$ cat config.mk
export PLATFORM = sky130hd
export DESIGN_NAME = pulse_stretcher
export DESIGN_NICKNAME = d
export VERILOG_FILES = /design/src/rtl/snake_pkg.sv /design/src/rtl/down_counter.sv /design/src/rtl/pulse_stretcher.sv
export SDC_FILE = /design/constraint.sdc
export NUM_CORES = 1
export LEC_CHECK = 0
export BUFFER_PORTS_ARGS = -buffer_cell sky130_fd_sc_hd__buf_2
export CAP_MARGIN = 15
export CORE_AREA = 2 2 39 41
export DETAILED_ROUTE_END_ITERATION = 16
export DIE_AREA = 0 0 41 43
export PLACE_DENSITY_LB_ADDON = 0.05
export SYNTH_ARGS = -nofsm -noshare
export SYNTH_HDL_FRONTEND = slang
export SYNTH_HIERARCHICAL = 1
export SYNTH_SLANG_ARGS = --single-unit
$ cat constraint.sdc
create_clock -name clk -period 4.8 [get_ports clk]
set_input_delay 0.48 -clock clk [delete_from_list [all_inputs] [get_ports clk]]
set_output_delay 0.48 -clock clk [all_outputs]
set_load 0.1 [all_outputs]
$ cat src/rtl/snake_pkg.sv
// Game-wide shared types and helpers for the snake game datapath.
package snake_pkg;

    typedef enum logic [1:0] {
        ST_IDLE = 2'd0,
        ST_HIGH = 2'd1,
        ST_GAP  = 2'd2
    } stretch_state_e;

    function automatic int max_int(input int a, input int b);
        return (a > b) ? a : b;
    endfunction

endpackage

$ cat src/rtl/down_counter.sv
// Loadable down-counter that saturates at zero and flags it.
// The pulse stretcher shares one instance for its HIGH and GAP phases.
module down_counter #(
    parameter int WIDTH = 3
) (
    input  logic             clk,
    input  logic             rst_n,
    input  logic             load_i,
    input  logic [WIDTH-1:0] load_val_i,
    input  logic             dec_i,
    output logic [WIDTH-1:0] cnt_o,
    output logic             zero_o
);

    logic [WIDTH-1:0] cnt_q;

    // NOTE: sequential state uses non-blocking assignments so every flop samples pre-edge values.
    always_ff @(posedge clk or negedge rst_n) begin
        if (!rst_n) begin
            cnt_q <= '0;
        end else if (load_i) begin
            cnt_q <= load_val_i;
        end else if (dec_i && (cnt_q != '0)) begin
            cnt_q <= cnt_q - WIDTH'(1);
        end
    end

    assign cnt_o  = cnt_q;
    assign zero_o = (cnt_q == '0);

endmodule

$ cat src/rtl/pulse_stretcher.sv
// Stretches single-cycle event pulses into fixed-width levels; events arriving
// mid-pulse are queued as a count and replayed with a guaranteed low gap.
module pulse_stretcher
    import snake_pkg::*;
#(
    parameter int HIGH_CYCLES = 4,
    parameter int GAP_CYCLES  = 2,
    parameter int PEND_MAX    = 3
) (
    input  logic                            clk,
    input  logic                            rst_n,
    input  logic                            in_pulse,
    output logic                            out_level,
    output logic                            busy,
    output logic [$clog2(PEND_MAX+1)-1:0]   pending,
    output logic                            overflow
);

    localparam int CNT_W  = $clog2(max_int(HIGH_CYCLES, GAP_CYCLES) + 1);
    localparam int PEND_W = $clog2(PEND_MAX + 1);

    localparam logic [CNT_W-1:0]  HIGH_LOAD = CNT_W'(HIGH_CYCLES - 1);
    localparam logic [CNT_W-1:0]  GAP_LOAD  = CNT_W'(GAP_CYCLES - 1);
    localparam logic [PEND_W-1:0] PEND_FULL = PEND_W'(PEND_MAX);

    stretch_state_e    state_q, state_d;
    logic [PEND_W-1:0] pend_q, pend_d;
    logic              ovf_q, ovf_d;
    logic              level_q, busy_q;

    logic              cnt_load;
    logic [CNT_W-1:0]  cnt_load_val;
    logic [CNT_W-1:0]  cnt_val;
    logic              cnt_zero;

    down_counter #(.WIDTH(CNT_W)) u_cnt (
        .clk        (clk),
        .rst_n      (rst_n),
        .load_i     (cnt_load),
        .load_val_i (cnt_load_val),
        .dec_i      (state_q != ST_IDLE),
        .cnt_o      (cnt_val),
        .zero_o     (cnt_zero)
    );

    // NOTE: every signal written here gets a default first, so no path can infer a latch.
    always_comb begin
        state_d      = state_q;
        pend_d       = pend_q;
        ovf_d        = 1'b0;
        cnt_load     = 1'b0;
        cnt_load_val = '0;

        case (state_q)
            ST_IDLE: begin
                if (in_pulse) begin
                    state_d      = ST_HIGH;
                    cnt_load     = 1'b1;
                    cnt_load_val = HIGH_LOAD;
                end
            end

            ST_HIGH: begin
                if (cnt_zero) begin
                    state_d      = ST_GAP;
                    cnt_load     = 1'b1;
                    cnt_load_val = GAP_LOAD;
                end
                if (in_pulse) begin
                    if (pend_q != PEND_FULL) pend_d = pend_q + PEND_W'(1);
                    else                     ovf_d  = 1'b1;
                end
            end

            ST_GAP: begin
                if (cnt_zero && (pend_q != '0 || in_pulse)) begin
                    state_d      = ST_HIGH;
                    cnt_load     = 1'b1;
                    cnt_load_val = HIGH_LOAD;
                    // Dequeue and a simultaneous arrival cancel; with an empty queue the arrival is replayed directly.
                    if (pend_q != '0 && !in_pulse) pend_d = pend_q - PEND_W'(1);
                end else if (cnt_zero) begin
                    state_d = ST_IDLE;
                end else if (in_pulse) begin
                    if (pend_q != PEND_FULL) pend_d = pend_q + PEND_W'(1);
                    else                     ovf_d  = 1'b1;
                end
            end

            default: begin
                state_d = ST_IDLE;
            end
        endcase
    end

    always_ff @(posedge clk or negedge rst_n) begin
        if (!rst_n) begin
            state_q <= ST_IDLE;
            pend_q  <= '0;
            ovf_q   <= 1'b0;
            level_q <= 1'b0;
            busy_q  <= 1'b0;
        end else begin
            state_q <= state_d;
            pend_q  <= pend_d;
            ovf_q   <= ovf_d;
            level_q <= (state_d == ST_HIGH);
            busy_q  <= (state_d != ST_IDLE);
        end
    end

    assign out_level = level_q;
    assign busy      = busy_q;
    assign pending   = pend_q;
    assign overflow  = ovf_q;

endmodule

==> results of run 1 <==
-- kinds of logic after synthesis --
family,share of synthesized area (%)
AOI/OAI and AO/OA,21.51
adders and majority gates,16.54
buffers and inverters,5.697
DFF,36.76
other,0.5509
and+or+nand+nor,18.94
-- worst register-to-register path, cell delays in order, from the launching register on --
cell,delay (ns)
dfrtp_1,0.37
inv_1,0.05
ha_1,0.19
ha_1,0.30
nand2_2,0.17
o21ai_2,0.08
and2_1,0.16
a31o_1,0.27
or4b_1,0.54
o311ai_1,0.08
-- cells in the final DEF, fill, tap and decap left out, drive strengths merged --
master / count
a211oi: 2
a21o: 1
a21oi: 4
a31o: 1
a41oi: 1
and2: 1
buf: 7
clkbuf: 4
conb: 1
dfrtp: 10
ha: 9
inv: 9
nand2: 5
nand2b: 1
nand3: 2
nor2b: 6
nor4b: 1
o2111a: 1
o211ai: 1
o21ai: 5
o21bai: 2
o22ai: 1
o311ai: 2
or2: 1
or4b: 3
-- cell type report --
cell class	instances	area (um2)	area share, %
timing repair buffer	7	35.03	4.568
multi-input combinational	51	391.6	51.06
clock buffer	4	36.28	4.731
inverter	9	33.78	4.405
tap	16	20.02	2.610
sequential	10	250.2	32.63
-- synth_stat cells (all sizes together) --
cell / count / area share, %
a211oi: 2 / 2.2
a21o: 1 / 1.1
a21oi: 4 / 2.9
a31o: 1 / 1.3
a41oi: 1 / 1.3
and2: 1 / 0.92
buf: 1 / 0.73
conb: 1 / 0.55
dfrtp: 10 / 37
ha: 9 / 17
inv: 9 / 5.0
nand2: 5 / 3.1
nand2b: 1 / 0.92
nand3: 2 / 1.5
nor2b: 6 / 5.9
nor4b: 1 / 1.3
o2111a: 1 / 1.7
o211ai: 1 / 1.1
o21ai: 5 / 4.2
o21bai: 2 / 2.2
o22ai: 1 / 0.92
o311ai: 2 / 2.6
or2: 1 / 0.92
or4b: 3 / 4.4
-- sequential cells by signal, summed over array words and instances (netlist names) --
signal       count
u_cnt/cnt_o      3
state_q          2
overflow         1
pending          2
busy             1
out_level        1
-- worst paths after layout --
check	from	end	depth (start not counted)
setup / recovery	u_cnt/cnt_o[0]	u_cnt/cnt_o[1]	9
hold / removal	rst_n	pending[0]	1
setup reg to reg	u_cnt/cnt_o[0]	u_cnt/cnt_o[1]	9
hold reg to reg	u_cnt/cnt_o[2]	u_cnt/cnt_o[2]	2
max in group asynchronous	rst_n	pending[1]	1
min in group clk	in_pulse	pending[0]	2
-- per-layer routing --
metal	GRT usage [%]	share of wire, %	up-vias
met2	23.13	45	8
met3	4.712	3.4	4
met1	23.10	48	229
met4	12.00	3.3	0
li1	-	-	272
met5	0	0	-
-- metrics by stage --
stage / hold WS [ns] / area (um2) / util, % / worst slack [ns]
CTS: 0.05495 / 767.0 / 55.43 / 2.450
floorplan: 0.1844 / 680.7 / - / 2.343
global placement: 0.3495 / 730.7 / 52.80 / 2.491
detailed placement: 0.3515 / 730.7 / 52.80 / 2.455
finish: 0.05068 / 767.0 / 55.43 / 2.471
global route: 0.07028 / 767.0 / 55.43 / 2.294
==> summary.txt, run 1 <==
Critical path
  • Worst path top cell family by delay: simple AND/OR/NAND/NOR gates
  • Critical Path Most Common Cell: ha_1
  • CP max FO: 11
  • Worst Setup End Kind: flip-flop
  • CP max stage delay: around 0.54 ns
  • CP Launch Type: flip-flop
  • Crit-path cells: inv_1 -> ha_1 -> ha_1 -> nand2_2 -> o21ai_2 -> and2_1 -> a31o_1 -> or4b_1 -> o311ai_1
  • Buf/Inv on CP: 1
  • CP required: approximately 5.0 ns
  • R2R Setup Slk: roughly 2.5 ns
  • CP max-delay cell: or4b_1
  • WS Path Type: flip-flop to flip-flop
  • CP arrival: 2.50 ns

Job
  • MaxCap Viol Count: 0

Place
  • Detailed placement HPWL: 882.3 um
  • Placed cell count: 93
  • Port bufs: 7
  • Routability cong.: approximately 0.74

Routing
  • Drt drc: 0
  • Antenna Nets Post-Route: 0
  • Via density per instance: 5.289
  • DR pass1 iterations: 2
  • DR vias: 513
  • Post-Route WL: about 1200 um
  • Wirelength per Cell: about 12 um
  • Drt first-iter violations: 5

Global route
  • Initial antenna violation count: 0
  • Largest net degree at the start of global routing: 12
  • First-pass GRT wire length: between 2000 and 2500 um
  • Grt ovf: 0
  • All-layer global routing usage: between 15 and 20%
  • Vias in the first global route: between 400 and 500

Timing
  • Fin crit period: 2.329 ns
  • RSZ-0062 raised after global routing: no
  • Highest Clock Rate: 429.4 MHz
  • Final Setup Violations: 0
  • Setup tns final: 0 ns
  • Setup Skew: ~0.007 ns
  • Final Max Tran Viols: 0
  • Final Hold Fails: 0
  • Final Cycle Share: 48.52%

Clocking
  • TritonCTS clock tree: yes
  • Clk sinks: 10
  • Hold_buf cts: 0
  • Clk slew on worst S/H paths: roughly 0.070 ns
  • Post-CTS setup buffers: 0
  • Worst skew pair latency: 0.27 ns
  • Clock Tree Root: clkbuf_4
  • Max clock buf depth: 2
  • Total CTS buffers: 3
  • Total of cells resized after clock tree synthesis: 0
  • H-tree depth: 1

Synth
  • Post-synthesis sequential area ratio: around 37%
  • Synthesized area per cell: 9.587 um2
  • Yosys warns: 6
  • Synth Cell Area: around 700 um2
  • Yosys cell types: 27
  • Syn Inst Count: 71
  • Post-synth net total: between 80 and 90
  • Synth Register Bits: 10

Cells and area
  • Fraction of layout cells with a size suffix above 1: between 15 and 20%
  • Nets: 94
  • Non-filler cells, final: 97
  • ANT cells: 0
  • Synth-to-layout area growth: 12.68%
  • Fill cells: roughly 130

Status
  • Status: complete, no violations

Floorplan
  • Core ar.: between 0.001 and 0.0015 mm2
  • Die H: ~43 um
  • Ports: 8
  • Die Wd: a little over 40 um
  • Core Rows: 14
  • Die area: 0.001763 mm2
  • Starting Density: roughly half

Min path
  • Worst Hold Class: input port to async pin
Power of run 1 is left out: the tool's default activity adds up to more than one toggle a clock period on the data nets, which glitch-free logic cannot reach.
==> inputs of run 2 (changes only) <==
==> constraint.sdc (replaced) <==
create_clock -name clk -period 2.3 [get_ports clk]
set_input_delay 0.23 -clock clk [delete_from_list [all_inputs] [get_ports clk]]
set_output_delay 0.23 -clock clk [all_outputs]
set_load 0.1 [all_outputs]
==> run 2 against run 1 <==
  * Worst hold slack gained 0.21 ns
  * Count of clock-buffer cells in the layout unchanged
  * Sequential cell count did not move
  * Clock skew fell by 0.0039 ns
  * Via count up 6.0%
  * Global-route usage increased by 1.4 points
  * Largest cell class unchanged
  * Highest routed layer unchanged
==> summary.txt, run 2 (same netlist as run 1, synthesis figures left out) <==
Status
  • Status: complete, no violations

Critical path
  • Worst Setup End Kind: flip-flop
  • Worst path top cell family by delay: simple AND/OR/NAND/NOR gates
  • CP required: 2.47 ns (-2.50 ns)
  • Critical Path Start: pending[0]
  • CP max stage delay: 0.54 ns (about the same)
  • FF-to-FF Start: pending[0]
  • CP max FO: 10 (-1)
  • Crit-path cells: inv_1 -> ha_1 -> nor2b_2 -> o21ai_2 -> and2_1 -> a31o_1 -> or4b_1 -> o311ai_1
  • CP arrival: 2.29 ns (-0.21 ns)
  • CP max-delay cell: or4b_1
  • Buf/Inv on CP: 1 (unchanged)
  • WS Path Type: flip-flop to flip-flop
  • CP Launch Type: flip-flop

Routing
  • Post-Route WL: 1241 um (+6.8%)
  • Wirelength per Cell: 12.41 um (+3.6%)
  • DR pass1 iterations: 4 (+2)
  • Drt first-iter violations: 9 (+4)
  • Drt drc: 0 (unchanged)
  • Antenna Nets Post-Route: 0 (unchanged)
  • DR vias: 544 (+6.0%)
  • Via density per instance: 5.440 (+2.9%)

Cells and area
  • Non-filler cells, final: 100 (+3.1%)
  • ANT cells: 0 (unchanged)
  • Synth-to-layout area growth: 16.73%
  • Fraction of layout cells with a size suffix above 1: 21.43% (+4.1 points)
  • Most frequent cells in the layout: 9 x inv_1, 9 x ha_1, 8 x dfrtp_1, 7 x buf_2, 5 x nor2b_1
  • Max FFs per register: 3 (unchanged)
  • Nets: 97 (+3.2%)

Global route
  • Largest net degree at the start of global routing: 11 (-1)
  • First-pass GRT wire length: 2180 um (+8.9%)
  • All-layer global routing usage: 18.72% (+1.4 points)
  • Vias in the first global route: 514 (+11%)
  • Grt ovf: 0 (unchanged)
  • Initial antenna violation count: 0 (unchanged)

Timing
  • Setup tns final: 0 ns (unchanged)
  • Final Cycle Share: 92.44% (+44 points)
  • RSZ-0062 raised after global routing: no
  • Final Hold Fails: 0 (unchanged)
  • Setup Skew: 0.002984 ns (-0.003908 ns)
  • Fin crit period: 2.126 ns (-0.2027 ns)
  • Final Setup Violations: 0 (unchanged)
  • Highest Clock Rate: 470.3 MHz (+9.5%)
  • Final Max Tran Viols: 0 (unchanged)

Place
  • Port bufs: 7 (unchanged)
  • Routability cong.: 0.7408 (+0.57%)
  • Placed cell count: 95 (+2.2%)
  • Detailed placement HPWL: 905.3 um (+2.6%)

Clocking
  • Post-CTS setup buffers: 0 (unchanged)
  • Max clock buf depth: 2 (unchanged)
  • TritonCTS clock tree: yes
  • H-tree depth: 1 (unchanged)
  • Total CTS buffers: 3 (unchanged)
  • Worst skew pair latency: 0.27 ns (about the same)
  • Clk slew on worst S/H paths: 0.07 ns (about the same)
  • Clk sinks: 10 (unchanged)
  • Total of cells resized after clock tree synthesis: 0 (unchanged)
  • Clock Tree Root: clkbuf_4

Min path
  • Min-delay src: in_pulse
  • Worst Hold Class: input port to flip-flop

Floorplan
  • Die area: 0.001763 mm2 (unchanged)
  • Starting Density: 49.19% (unchanged)
  • Core ar.: 0.001384 mm2 (unchanged)
  • Die Wd: 41 um (unchanged)
  • Die H: 43 um (unchanged)
  • Ports: 8 (unchanged)
  • Core Rows: 14 (unchanged)

Job
  • MaxCap Viol Count: 0 (unchanged)
==> run 2: layout make-up <==
type / instances / area, um2
clock buffers: 4 / 36.28
fillers: 120 / 589.3
inverters: 9 / 33.78
multi-input cells: 51 / 391.6
flip-flops and latches: 10 / 252.7
well taps: 16 / 20.02
repair buffers: 10 / 60.06
==> run 2: what timing repair did <==
item | 4_1_cts | 5_1_grt
hold buffers | 1 | 0
hold endpoints to repair | 10 | 0
endpoints found under the setup margin | 0 | 0
==> run 2: routing by layer <==
layer | share of wire [%] | wire, um | GRT usage, %
met3 | 4.0 | 50 | 4.712
met2 | 45 | 556 | 26.25
met1 | 48 | 590 | 24.42
met5 | 0 | 0 | 0
met4 | 3.5 | 43 | 12.00
==> run 2: metrics by stage <==
stage / hold slack [ns] / instance area, um2 / setup slack (ns) / utilization (%)
after CTS: 0.2645 / 794.5 / 0.1540 / 57.41
after global placement: 0.1043 / 748.2 / 0.1762 / 54.07
after global routing: 0.2747 / 794.5 / 0.02194 / 57.41
after detailed placement: 0.1057 / 748.2 / 0.1944 / 54.07
after floorplan: -0.06559 / 683.2 / 0.04940 / -
final: 0.2619 / 794.5 / 0.1739 / 57.41
==> run 2: path summary, 6_finish.rpt <==
check / endpoint / slack (ns) / cells after the start
min in group asynchronous: u_cnt/cnt_o[0] / 0.35 / 2
setup reg to reg: u_cnt/cnt_o[1] / 0.17 / 8
hold reg to reg: u_cnt/cnt_o[1] / 0.58 / 2
max in group asynchronous: pending[1] / 1.73 / 2
hold / removal: pending[1] / 0.26 / 2
setup / recovery: u_cnt/cnt_o[1] / 0.17 / 8
==> run 2: worst reg2reg max path: stages, from the launching register on <==
cell	delay (ns)
dfrtp_2	0.44
inv_1	0.09
ha_1	0.21
nor2b_2	0.17
o21ai_2	0.06
and2_1	0.16
a31o_1	0.27
or4b_1	0.54
o311ai_1	0.09
Power of run 2 is left out for the same reason.
